File: src/rtl/sound_ram_arbiter.sv
// sound_ram_arbiter: serialises DOC and host accesses to the sound RAM through a
// fixed 4-cycle transaction, DOC first, with a bounded wait for the host.
module sound_ram_arbiter #(
    parameter int ADDR_W = 16,
    parameter int DATA_W = 8,
    parameter int HOST_MAX_WAIT = 3
) (
    input  logic              clk,
    input  logic              reset,
    input  logic              doc_req,
    input  logic [ADDR_W-1:0] doc_addr,
    output logic              doc_ack,
    output logic [DATA_W-1:0] doc_rdata,
    input  logic              host_req,
    input  logic              host_wr,
    input  logic [ADDR_W-1:0] host_addr,
    input  logic [DATA_W-1:0] host_wdata,
    output logic              host_ack,
    output logic [DATA_W-1:0] host_rdata,
    output logic [ADDR_W-1:0] ram_addr,
    output logic              ram_we,
    output logic [DATA_W-1:0] ram_wdata,
    input  logic [DATA_W-1:0] ram_rdata,
    output logic              busy
);
    localparam logic [1:0] IDLE = 2'd0, ISSUE = 2'd1, CAPTURE = 2'd2, ACK = 2'd3;
    localparam logic [3:0] MAX_WAIT = 4'(HOST_MAX_WAIT);

    logic [1:0] state;
    logic       owner_host;
    logic       owner_wr;
    logic [3:0] wait_cnt;
    logic       doc_win;

    // DOC loses priority once the host has watched MAX_WAIT DOC grants go by
    always_comb doc_win = doc_req && (wait_cnt < MAX_WAIT);
    assign busy = state != IDLE;

    always_ff @(posedge clk) begin
        if (reset) begin
            state      <= IDLE;
            owner_host <= 1'b0;
            owner_wr   <= 1'b0;
            wait_cnt   <= 4'd0;
            ram_addr   <= '0;
            ram_we     <= 1'b0;
            ram_wdata  <= '0;
            doc_ack    <= 1'b0;
            host_ack   <= 1'b0;
            doc_rdata  <= '0;
            host_rdata <= '0;
        end else begin
            doc_ack  <= 1'b0;
            host_ack <= 1'b0;
            case (state)
                IDLE: begin
                    if (doc_win) begin
                        state      <= ISSUE;
                        owner_host <= 1'b0;
                        owner_wr   <= 1'b0;
                        ram_addr   <= doc_addr;
                        ram_we     <= 1'b0;
                        if (host_req) wait_cnt <= wait_cnt + 4'd1;
                    end else if (host_req) begin
                        state      <= ISSUE;
                        owner_host <= 1'b1;
                        owner_wr   <= host_wr;
                        ram_addr   <= host_addr;
                        ram_we     <= host_wr;
                        ram_wdata  <= host_wdata;
                        wait_cnt   <= 4'd0;
                    end
                end
                ISSUE: begin
                    ram_we <= 1'b0;
                    state  <= CAPTURE;
                end
                CAPTURE: begin
                    if (owner_host) begin
                        host_ack <= 1'b1;
                        if (!owner_wr) host_rdata <= ram_rdata;
                    end else begin
                        doc_ack   <= 1'b1;
                        doc_rdata <= ram_rdata;
                    end
                    state <= ACK;
                end
                default: state <= IDLE;
            endcase
        end
    end
endmodule
File: config.mk
export PLATFORM = sky130hd
export DESIGN_NAME = sound_ram_arbiter
export DESIGN_NICKNAME = d
export VERILOG_FILES = /design/src/rtl/sound_ram_arbiter.sv
export SDC_FILE = /design/constraint.sdc
export NUM_CORES = 1
export LEC_CHECK = 0
export ABC_AREA = 1
export BUFFER_PORTS_ARGS = -buffer_cell sky130_fd_sc_hd__buf_2
export CELL_PAD_IN_SITES_DETAIL_PLACEMENT = 0
export CELL_PAD_IN_SITES_GLOBAL_PLACEMENT = 2
export CORE_MARGIN = 1.5
export CORE_UTILIZATION = 26
export DETAILED_ROUTE_END_ITERATION = 8
export PLACE_DENSITY_LB_ADDON = 0.2
export SLEW_MARGIN = 20
export SYNTH_ARGS = -nofsm -noshare
export SYNTH_HDL_FRONTEND = slang
export SYNTH_SLANG_ARGS = --single-unit
File: constraint.sdc
create_clock -name clk -period 2.5 [get_ports clk]
set_clock_uncertainty 0.05 [all_clocks]
set_input_delay 0.5 -clock clk [delete_from_list [all_inputs] [get_ports clk]]
set_output_delay 0.5 -clock clk [all_outputs]
set_load 0.02 [all_outputs]
==> summary.md, run 1 <==
| Metric | Value |
|---|---|
| Status | `finished clean` |
| Reg2reg start | `state[0]` |
| #FFs+latches synth | `51` |
| Nets | `475` |
| Global route total overflow | `0` |
| PostCTS Resize Cnt | `0` |
| Yosys top cell area share | `45.8%` |
| Routed Antenna Nets | `0` |
| Unique masters post-synth | `18` |
| Max incr delay on CP | `390 ps` |
| Register area share after synthesis | `45.8%` |
| Layout fillers | `975` |
| CP max-delay cell | `dfxtp_1` |
| IO buf count | `96` |
| Antenna violations before repair | `1` |
| Clk pin slew, worst setup/hold paths | `100 ps` |
| Die area | `9140 um^2` |
| Clock power share | `17.1%` |
| HP Class | `in2reg` |
| Clock Sinks | `51` |
| Vias post-DR | `2172` |
| Clk Latency, worst-skew pair | `310 ps` |
| Avg Synthesized Cell Area | `6.94 um^2` |
| Die width | `95.6 um` |
| Area used by multi-input combinational logic | `1010 um^2` |
| WL per Instance | `11.2 um` |
| Starting Density | `27.0%` |
| Mapped Area | `2230 um^2` |
| Post-Place Cell Area | `2790 um^2` |
| Design Power | `2890 uW` |
| Fin. Hold Viols | `0` |
| Register share of total power | `39.8%` |
| CTS H-Tree Depth | `2` |
| Top cell by count, worst path | `inv_1` |
| WP data required | `1950 ps` |
| Clock tree buffer depth | `2` |
| First-pass GRT wire length | `9.43 mm` |
| Switching portion of total power | `42.8%` |
| Initial DRC Count | `52` |
| Fin crit share | `75.1%` |
| Vias in the first global route | `2030` |
| CTS Buf Count | `5` |
| Routed WL | `5.88 mm` |
| Post-DP HPWL | `4.29 mm` |
| Setup Buffers After CTS | `0` |
| CTS Root Cell | `clkbuf_8` |
| Synth Warn # | `0` |
| Post-synth EDFFs | `0` |
| Worst hold path startpoint | `ram_rdata[3]` |
| Finished Cell Area | `2880 um^2` |
| I/O pins | `97` |
| DRC viols | `0` |
| Setup slack after placement | `744 ps` |
| Maximum fanout along the worst path | `6` |
| Critical Path AT | `1330 ps` |
| CTS tree | `yes` |
| # hold bufs at CTS | `0` |
| Hold worst-path end | `host_rdata[3]` |
| Worst reg2reg endpoint | `host_rdata[6]` |
| Levels on crit path | `4` |
| Async S/R FF share, synth | `0%` |
| Leading cell type in the layout, fill and taps excluded | `buf_2` |
| Maximum VDD drop | `0.000275 V` |
| Worst setup EP type | `output port` |
| Slew headroom | `68.0%` |
| Hold Path Depth | `3` |
| CP top delay family | `flip-flops` |
| Cells along the critical path | `inv_1 > ha_1 > inv_1 > buf_2` |
| Main area contributors after synthesis | `dfxtp_1 46%, nor2_1 15%, nand2_1 13%` |
| Final worst slack | `621 ps` |
| Drt pass-1 iters | `4` |
| RSZ-0062 raised after global routing | `no` |
| Final Critical Period | `1880 ps` |
| P per Cell Area | `1000 nW/um^2` |
| Pint | `1650 uW` |
| FMAX | `0.532 GHz` |
| Combinational share of power | `43.0%` |
| Most frequently used flop master after synthesis | `dfxtp_1` |
| Synth area leader | `dfxtp_1` |
| Global Route Usage Sum | `13.3%` |
| Register Area | `1020 um^2` |
| Most used cells in the layout excluding fill and tap cells | `96 x buf_2, 90 x nor2_1, 77 x nand2_1, 51 x dfxtp_1, 26 x o21ai_0` |
| Post-Syn Instances | `321` |
| Ant diodes | `0` |
| Final setup vio count | `0` |
| Core Area | `8260 um^2` |
| Gpl congestion | `0.680` |
| Path depth of the worst reg2reg path | `7` |
| Die Y | `95.6 um` |
| Vias per cell | `4.15` |
| Layout cells sized above 1 | `28.0%` |
| Max cap viols | `0` |
| R2R Setup Slk | `840 ps` |
| Fin. max-slew vios | `0` |
| TNS Setup | `0 ps` |
| Syn-to-layout area delta | `29.4%` |
| Switch Pwr | `1240 uW` |
| Largest net degree at the start of global routing | `36` |
| Syn nets | `379` |
| Worst Tran Pin Value | `478 ps` |
| Leak | `0.00157 uW` |
| Buf+Inv Stages, Crit Path | `3` |
| Setup crit start kind | `flop` |
| Row cnt | `33` |
| Crit Path Class | `reg2out` |
-- synth_stat cells, types with 2 or more instances --
master,instances
nand2_4,3
o21ai_0,26
buf_6,5
nand4_1,2
nor2_4,2
buf_2,4
nor2_1,90
clkinv_1,2
dfxtp_1,51
nand2_1,77
nor3_1,2
nand3_1,17
ha_1,5
clkbuf_1,3
inv_1,24
a21oi_1,5
inv_2,2
-- cell families after synthesis --
logic type      count (synthesis)  synth area share (%)
fa+ha+maj                       5                  2.81
flops                          51                  45.8
compound gates                 31                  6.96
buf+inv                        40                  8.65
simple gates                  194                  35.8
-- worst max-delay path by stage --
stage,startpoint,end
after global routing,state[0],busy
after CTS,state[0],busy
final,state[0],busy
after floorplan,state[0],doc_rdata[0]
after detailed placement,doc_req,ram_addr[6]
after global placement,doc_req,ram_addr[4]
-- power by group through the flow --
stage	registers [uW]	clock network, uW	logic [uW]
2_1_floorplan	1410	0	671
6_report	1150	495	1240
3_5_place_dp	1170	0	1270
5_1_grt	1180	561	1430
3_3_place_gp	1170	0	1260
4_1_cts	1160	528	1270
-- cell type report --
type	count	share of cell area, %
sequential	51	35.4
multi-input combinational	230	35.2
timing repair buffer	101	18.0
tap	105	4.56
inverter	28	3.65
clock buffer	5	2.39
clock inverter	3	0.825
-- worst min-delay path, cell delays in order --
cell,delay (ps)
buf_2,90
nor2_1,40
nor2_1,80
-- state kept, by name, summed over array words and instances (netlist names) --
signal      cells
ram_we          1
state           2
doc_rdata       8
doc_ack         1
ram_wdata       8
host_rdata      8
host_ack        1
owner_wr        1
wait_cnt        4
ram_addr       16
owner_host      1
-- per-stage QoR --
step,hold slack [ps],util (%),cells
2_1_floorplan,383,-,321
3_3_place_gp,410,33.8,515
3_5_place_dp,416,33.8,515
4_1_cts,365,34.9,523
5_1_grt,381,34.9,523
6_report,375,34.9,523
-- per-layer routing --
| metal | GRT usage, % | share of wire [%] | up-vias |
|---|---|---|---|
| li1 | - | - | 1175 |
| met1 | 16.4 | 47 | 931 |
| met2 | 21.5 | 43 | 59 |
| met3 | 5.18 | 8.9 | 7 |
| met4 | 3.68 | 0.92 | 0 |
| met5 | 0 | 0 | - |
(Power assumes the default switching activity.)
==> inputs of run 2 (changes only) <==
ABC_AREA = 0   (was 1)
CORE_UTILIZATION = 27   (was 26)
clock period = 1.8 ns   (was 2.5 ns; I/O delays follow)
==> summary.md, run 2 <==
| Metric | Value |
|---|---|
| Routed Antenna Nets | `0` |
| Max cap viols | `0` |
| Die area | `9110 um^2` |
| Syn-to-layout area delta | `42.7%` |
| Fin crit share | `103%` |
| #FFs+latches synth | `51` |
| Met3 usage | `3.35%` |
| Largest net degree at the start of global routing | `21` |
| Gpl congestion | `0.664` |
| Global Route Usage Sum | `15.1%` |
| Leak | `0.00150 uW` |
| Failing checks | `negative setup slack` |
| Setup crit start kind | `flop` |
| Post-Layout Cell Count | `471` |
| # hold bufs at CTS | `0` |
| Synth area leader | `dfxtp_1` |
| Starting Density | `27.9%` |
| CTS Root Cell | `clkbuf_8` |
| Initial DRC Count | `77` |
| Top-count cell post-synth | `dfxtp_1` |
| CTS H-Tree Depth | `2` |
| Status | `finished with violations` |
| Drt pass-1 iters | `4` |
| Clk pin slew, worst setup/hold paths | `100 ps` |
| Unique masters post-synth | `30` |
| Routed WL | `6.91 mm` |
| Largest register FFs | `16` |
| R2R Setup Slk | `-50 ps` |
| Layout cells sized above 1 | `44.5%` |
| First-pass GRT wire length | `10.6 mm` |
| RSZ-0062 raised after global routing | `yes` |
| Met2 Usage GRT | `24.2%` |
| Syn nets | `318` |
| Antenna violations before repair | `0` |
| Main area contributors after synthesis | `dfxtp_1 44%, a21oi_1 7.8%, mux2_2 6.8%` |
| WP data required | `1940 ps` |
| Clock Sinks | `51` |
| Yosys top cell area share | `44.3%` |
| Number of cells after detailed placement | `457` |
| DRC viols | `0` |
| Clk Latency, worst-skew pair | `310 ps` |
| Fin. Hold Viols | `0` |
| Critical Path AT | `1990 ps` |
| Post-DP HPWL | `4.65 mm` |
| Die width | `95.4 um` |
| Register area share after synthesis | `44.3%` |
| Crit Path Class | `reg2reg` |
| Vias per cell | `4.79` |
| Gr busiest metal | `met2` |
| Nets | `423` |
| Synth Warn # | `0` |
| HP Class | `in2reg` |
| Most used cells in the layout excluding fill and tap cells | `96 x buf_2, 49 x dfxtp_1, 35 x nand2_1, 35 x a21oi_1` |
| FMAX | `0.539 GHz` |
| Final Critical Period | `1850 ps` |
| Mapped Area | `2310 um^2` |
| IO buf count | `96` |
| Vias in the first global route | `2106` |
| Vias post-DR | `2257` |
| Async S/R FF share, synth | `0%` |
| Final core occ | `39.9%` |
| Largest Register | `ram_addr` |
| Most frequently used flop master after synthesis | `dfxtp_1` |
| Post-Syn Instances | `260` |
| TNS Setup | `-504 ps` |
| GR met1 Demand/Resource | `20.4%` |
| P per Cell Area | `1270 nW/um^2` |
| Worst Tran Pin Value | `404 ps` |
| Top cells by count, synth | `51 x dfxtp_1, 36 x a21oi_1, 35 x nand2_1` |
| Avg Synthesized Cell Area | `8.87 um^2` |
| Maximum fanout along the worst path | `8` |
| Worst setup EP type | `flop` |
| Global route total overflow | `0` |
| Setup slack after placement | `-206 ps` |
| Post-synth EDFFs | `0` |
| Row cnt | `33` |
| Ant diodes | `0` |
| CTS Buf Count | `5` |
| Die Y | `95.4 um` |
| Clock tree buffer depth | `2` |
| Hold WS | `243 ps` |
| Fin. max-slew vios | `0` |
| Leading cell type in the layout, fill and taps excluded | `buf_2` |
| I/O pins | `97` |
| Core Area | `8260 um^2` |
| Slew headroom | `73.1%` |
| WL per Instance | `14.7 um` |
| Final worst slack | `-54.2 ps` |
| Final setup vio count | `19` |
| Maximum VDD drop | `0.000398 V` |
| CTS tree | `yes` |
-- run 2: changes by cell type after synthesis, sizes merged, moves of 3 or more --
cell and change:
a32oi +16, nor2 -82, inv -22, mux2 +16
or3 +3, and3 +4, nand2b +18, a21oi +32
nand3 -8, mux2i +8, o21ai -16, nand2 -46
clkbuf +13
-- run 2: routing by layer --
metal  share of wire [%]  routed length (um)
met1                  49                3360
met2                  45                3110
met3                 5.6                 389
met4                0.85                  59
met5                   0                   0
-- run 2: report_power, final --
group          switching [uW]  internal (uW)
combinational            1160            850
clock                     402            273
sequential                152           1350
total                    1720           2470
-- run 2: final cells by class --
class	count	area (um^2)
Clock buffer	6	72.6
Clock inverter	2	12.5
Fill cell	883	4960
Inverter	5	21.3
Multi-Input combinational cell	181	1260
Sequential cell	51	1020
Tap cell	105	131
Timing Repair Buffer	121	767
-- run 2: path summary, 6_finish.rpt --
| kind | startpoint | to | cells past startpoint |
|---|---|---|---|
| worst min-delay path | ram_rdata[6] | doc_rdata[6] | 3 |
| worst min register to register | doc_rdata[6] | doc_rdata[6] | 2 |
| worst max-delay path | wait_cnt[1] | ram_addr[7] | 6 |
| worst max register to register | wait_cnt[1] | ram_addr[7] | 6 |
-- run 2: per-stage QoR --
step                power, uW  instance area [um^2]
finish                   4180                  3290
global route             4480                  3290
CTS                      4130                  3190
detailed placement       3370                  2990
global placement         3350                  2990
floorplan                2650                  2320
-- run 2: logic make-up after synthesis --
group	count (synthesis)	share of synthesized area, %
buffers and inverters	28	5.31
multiplexers	24	11.6
adder cells (fa/ha/maj)	5	2.71
flip-flops	51	44.3
AO/OA/AOI/OAI	67	18.1
AND/OR/NAND/NOR	85	18.0
-- run 2: critical path, cell delays in order, from the launching register on --
cell,delay (ps)
dfxtp_2,350
ha_4,150
or4b_4,610
buf_12,170
buf_16,140
a32oi_1,190
a21oi_1,80
-- run 2: what timing repair did --
| item | 4_1_cts | 5_1_grt |
|---|---|---|
| endpoints found under the setup margin | 23 | 27 |
| cloned | 2 | 1 |
| setup buffers | 3 | 0 |
| gates resized for setup | 9 | 13 |
| pin swaps | 13 | 13 |
==> inputs of run 3 (changes only) <==
CORE_UTILIZATION = 29   (was 27)
clock period = 2.21 ns   (was 1.8 ns; I/O delays follow)
==> summary.md, run 3 (synthesis gave the netlist of run 2 again) <==
| Metric | Value |
|---|---|
| Die Y | `92.2 um` |
| Routed WL | `6.44 mm` |
| Largest net degree at the start of global routing | `34` |
| Clock tree buffer depth | `2` |
| Area used by multi-input combinational logic | `1170 um^2` |
| Setup crit start kind | `flop` |
| Syn-to-layout area delta | `31.6%` |
| Layout cells sized above 1 | `38.8%` |
| Routed Antenna Nets | `0` |
| Pint | `2000 uW` |
| Final worst slack | `197 ps` |
| Setup slack after placement | `222 ps` |
| Status | `finished clean` |
| Crit Path Class | `reg2reg` |
| Row cnt | `32` |
| Clock power share | `20.1%` |
| CTS H-Tree Depth | `2` |
| Die area | `8500 um^2` |
| Global route total overflow | `0` |
| Die width | `92.2 um` |
| Leading cell type in the layout, fill and taps excluded | `buf_2` |
| Layout fillers | `823` |
| # hold bufs at CTS | `0` |
| CTS Buf Count | `5` |
| Switch Pwr | `1320 uW` |
| Ant diodes | `0` |
| WP data required | `2410 ps` |
| Clk pin slew, worst setup/hold paths | `100 ps` |
| Most used cells in the layout excluding fill and tap cells | `96 x buf_2, 51 x dfxtp_1, 36 x a21oi_1, 35 x nand2_1, 18 x nand2b_1` |
| Initial DRC Count | `121` |
| RSZ-0062 raised after global routing | `no` |
| Combinational share of power | `43.4%` |
| Drt pass-1 iters | `4` |
| Hold Path Depth | `3` |
| Nets | `410` |
| HP Class | `in2reg` |
| Vias per cell | `4.76` |
| Slew headroom | `58.3%` |
| Core Area | `7730 um^2` |
| Register Area | `1020 um^2` |
| Worst setup EP type | `flop` |
| Maximum VDD drop | `0.000344 V` |
| TNS Setup | `0 ps` |
| CTS tree | `yes` |
| P per Cell Area | `1090 nW/um^2` |
| Vias post-DR | `2165` |
| CTS Root Cell | `clkbuf_8` |
| First-pass GRT wire length | `10.4 mm` |
| Gpl congestion | `0.697` |
| WL per Instance | `14.2 um` |
| Register share of total power | `36.5%` |
| Global Route Usage Sum | `15.5%` |
| Critical Path AT | `2210 ps` |
| Maximum fanout along the worst path | `33` |
| IO buf count | `96` |
| Final Critical Period | `2010 ps` |
| DRC viols | `0` |
| Clock Sinks | `51` |
| Vias in the first global route | `2116` |
| I/O pins | `97` |
| Largest Register | `ram_addr` |
| Starting Density | `29.9%` |
| Largest register FFs | `16` |
| Fin crit share | `91.1%` |
| Leak | `0.00139 uW` |
| Post-DP HPWL | `4.50 mm` |
| Max cap viols | `0` |
| R2R Setup Slk | `200 ps` |
| Antenna violations before repair | `0` |
| Path depth of the worst reg2reg path | `5` |
| Switching portion of total power | `39.7%` |
| Fin. Hold Viols | `0` |
| Final setup vio count | `0` |
| Fin. max-slew vios | `0` |
| Clk Latency, worst-skew pair | `310 ps` |
| FMAX | `0.497 GHz` |
| Worst Tran Pin Value | `625 ps` |
-- run 3: cell types whose count changed in the layout (fill, tap and decap cells not counted), moves of 2 or more --
cell / before / now
buf_12: 3 / 1
a32oi_1: 10 / 16
ha_4: 2 / 0
dfxtp_1: 49 / 51
buf_4: 18 / 11
dfxtp_2: 2 / 0
buf_16: 2 / 0
a32oi_2: 6 / 0
ha_1: 3 / 5
-- run 3: final timing paths --
| check | startpoint | to |
|---|---|---|
| worst max-delay path | wait_cnt[0] | ram_addr[13] |
| worst min-delay path | ram_rdata[7] | doc_rdata[7] |
| worst max register to register | wait_cnt[0] | ram_addr[13] |
| worst min register to register | doc_rdata[4] | doc_rdata[4] |
-- run 3: stage by stage --
step	total power (uW)	hold slack (ps)	std cells	util, %	instance area, um^2
6_report	3310	315	455	39.3	3040
5_1_grt	3550	321	455	39.3	3040
4_1_cts	3310	309	453	39.1	3020
3_5_place_dp	2640	398	445	37.6	2910
3_3_place_gp	2630	390	445	37.6	2910
2_1_floorplan	2150	386	260	-	2310
-- run 3: power by group through the flow --
stage / logic, uW / registers (uW) / clock network [uW]
after CTS: 1410 / 1210 / 694
after global routing: 1600 / 1230 / 722
after floorplan: 765 / 1390 / 0
final: 1440 / 1210 / 667
after detailed placement: 1410 / 1230 / 0
after global placement: 1400 / 1230 / 0
-- run 3: routing by layer --
metal,track usage [%],routed length [um],share of wire [%],up-vias
li1,-,-,-,1094
met1,19.9,3020,47,991
met2,25.4,2930,45,73
met3,3.65,419,6.5,7
met4,5.00,82,1.3,0
met5,0,0,0,-
-- run 3: timing repair --
item,CTS,global route
buffers inserted,0,2
resized for setup,0,1
endpoints found under the setup margin,0,1
-- run 3: worst max-delay path, cell delays in order (launching register included) --
cell     delay, ps
dfxtp_1        340
ha_1           210
or4b_2         690
buf_12         220
mux2_4         310
a21oi_1        130
-- run 3: cell type report --
class	instances	share of cell area (%)
clock buffer	5	2.27
multi-input combinational	181	38.5
timing repair buffer	108	19.2
tap	102	4.20
sequential	51	33.6
inverter	5	0.742
clock inverter	3	1.44
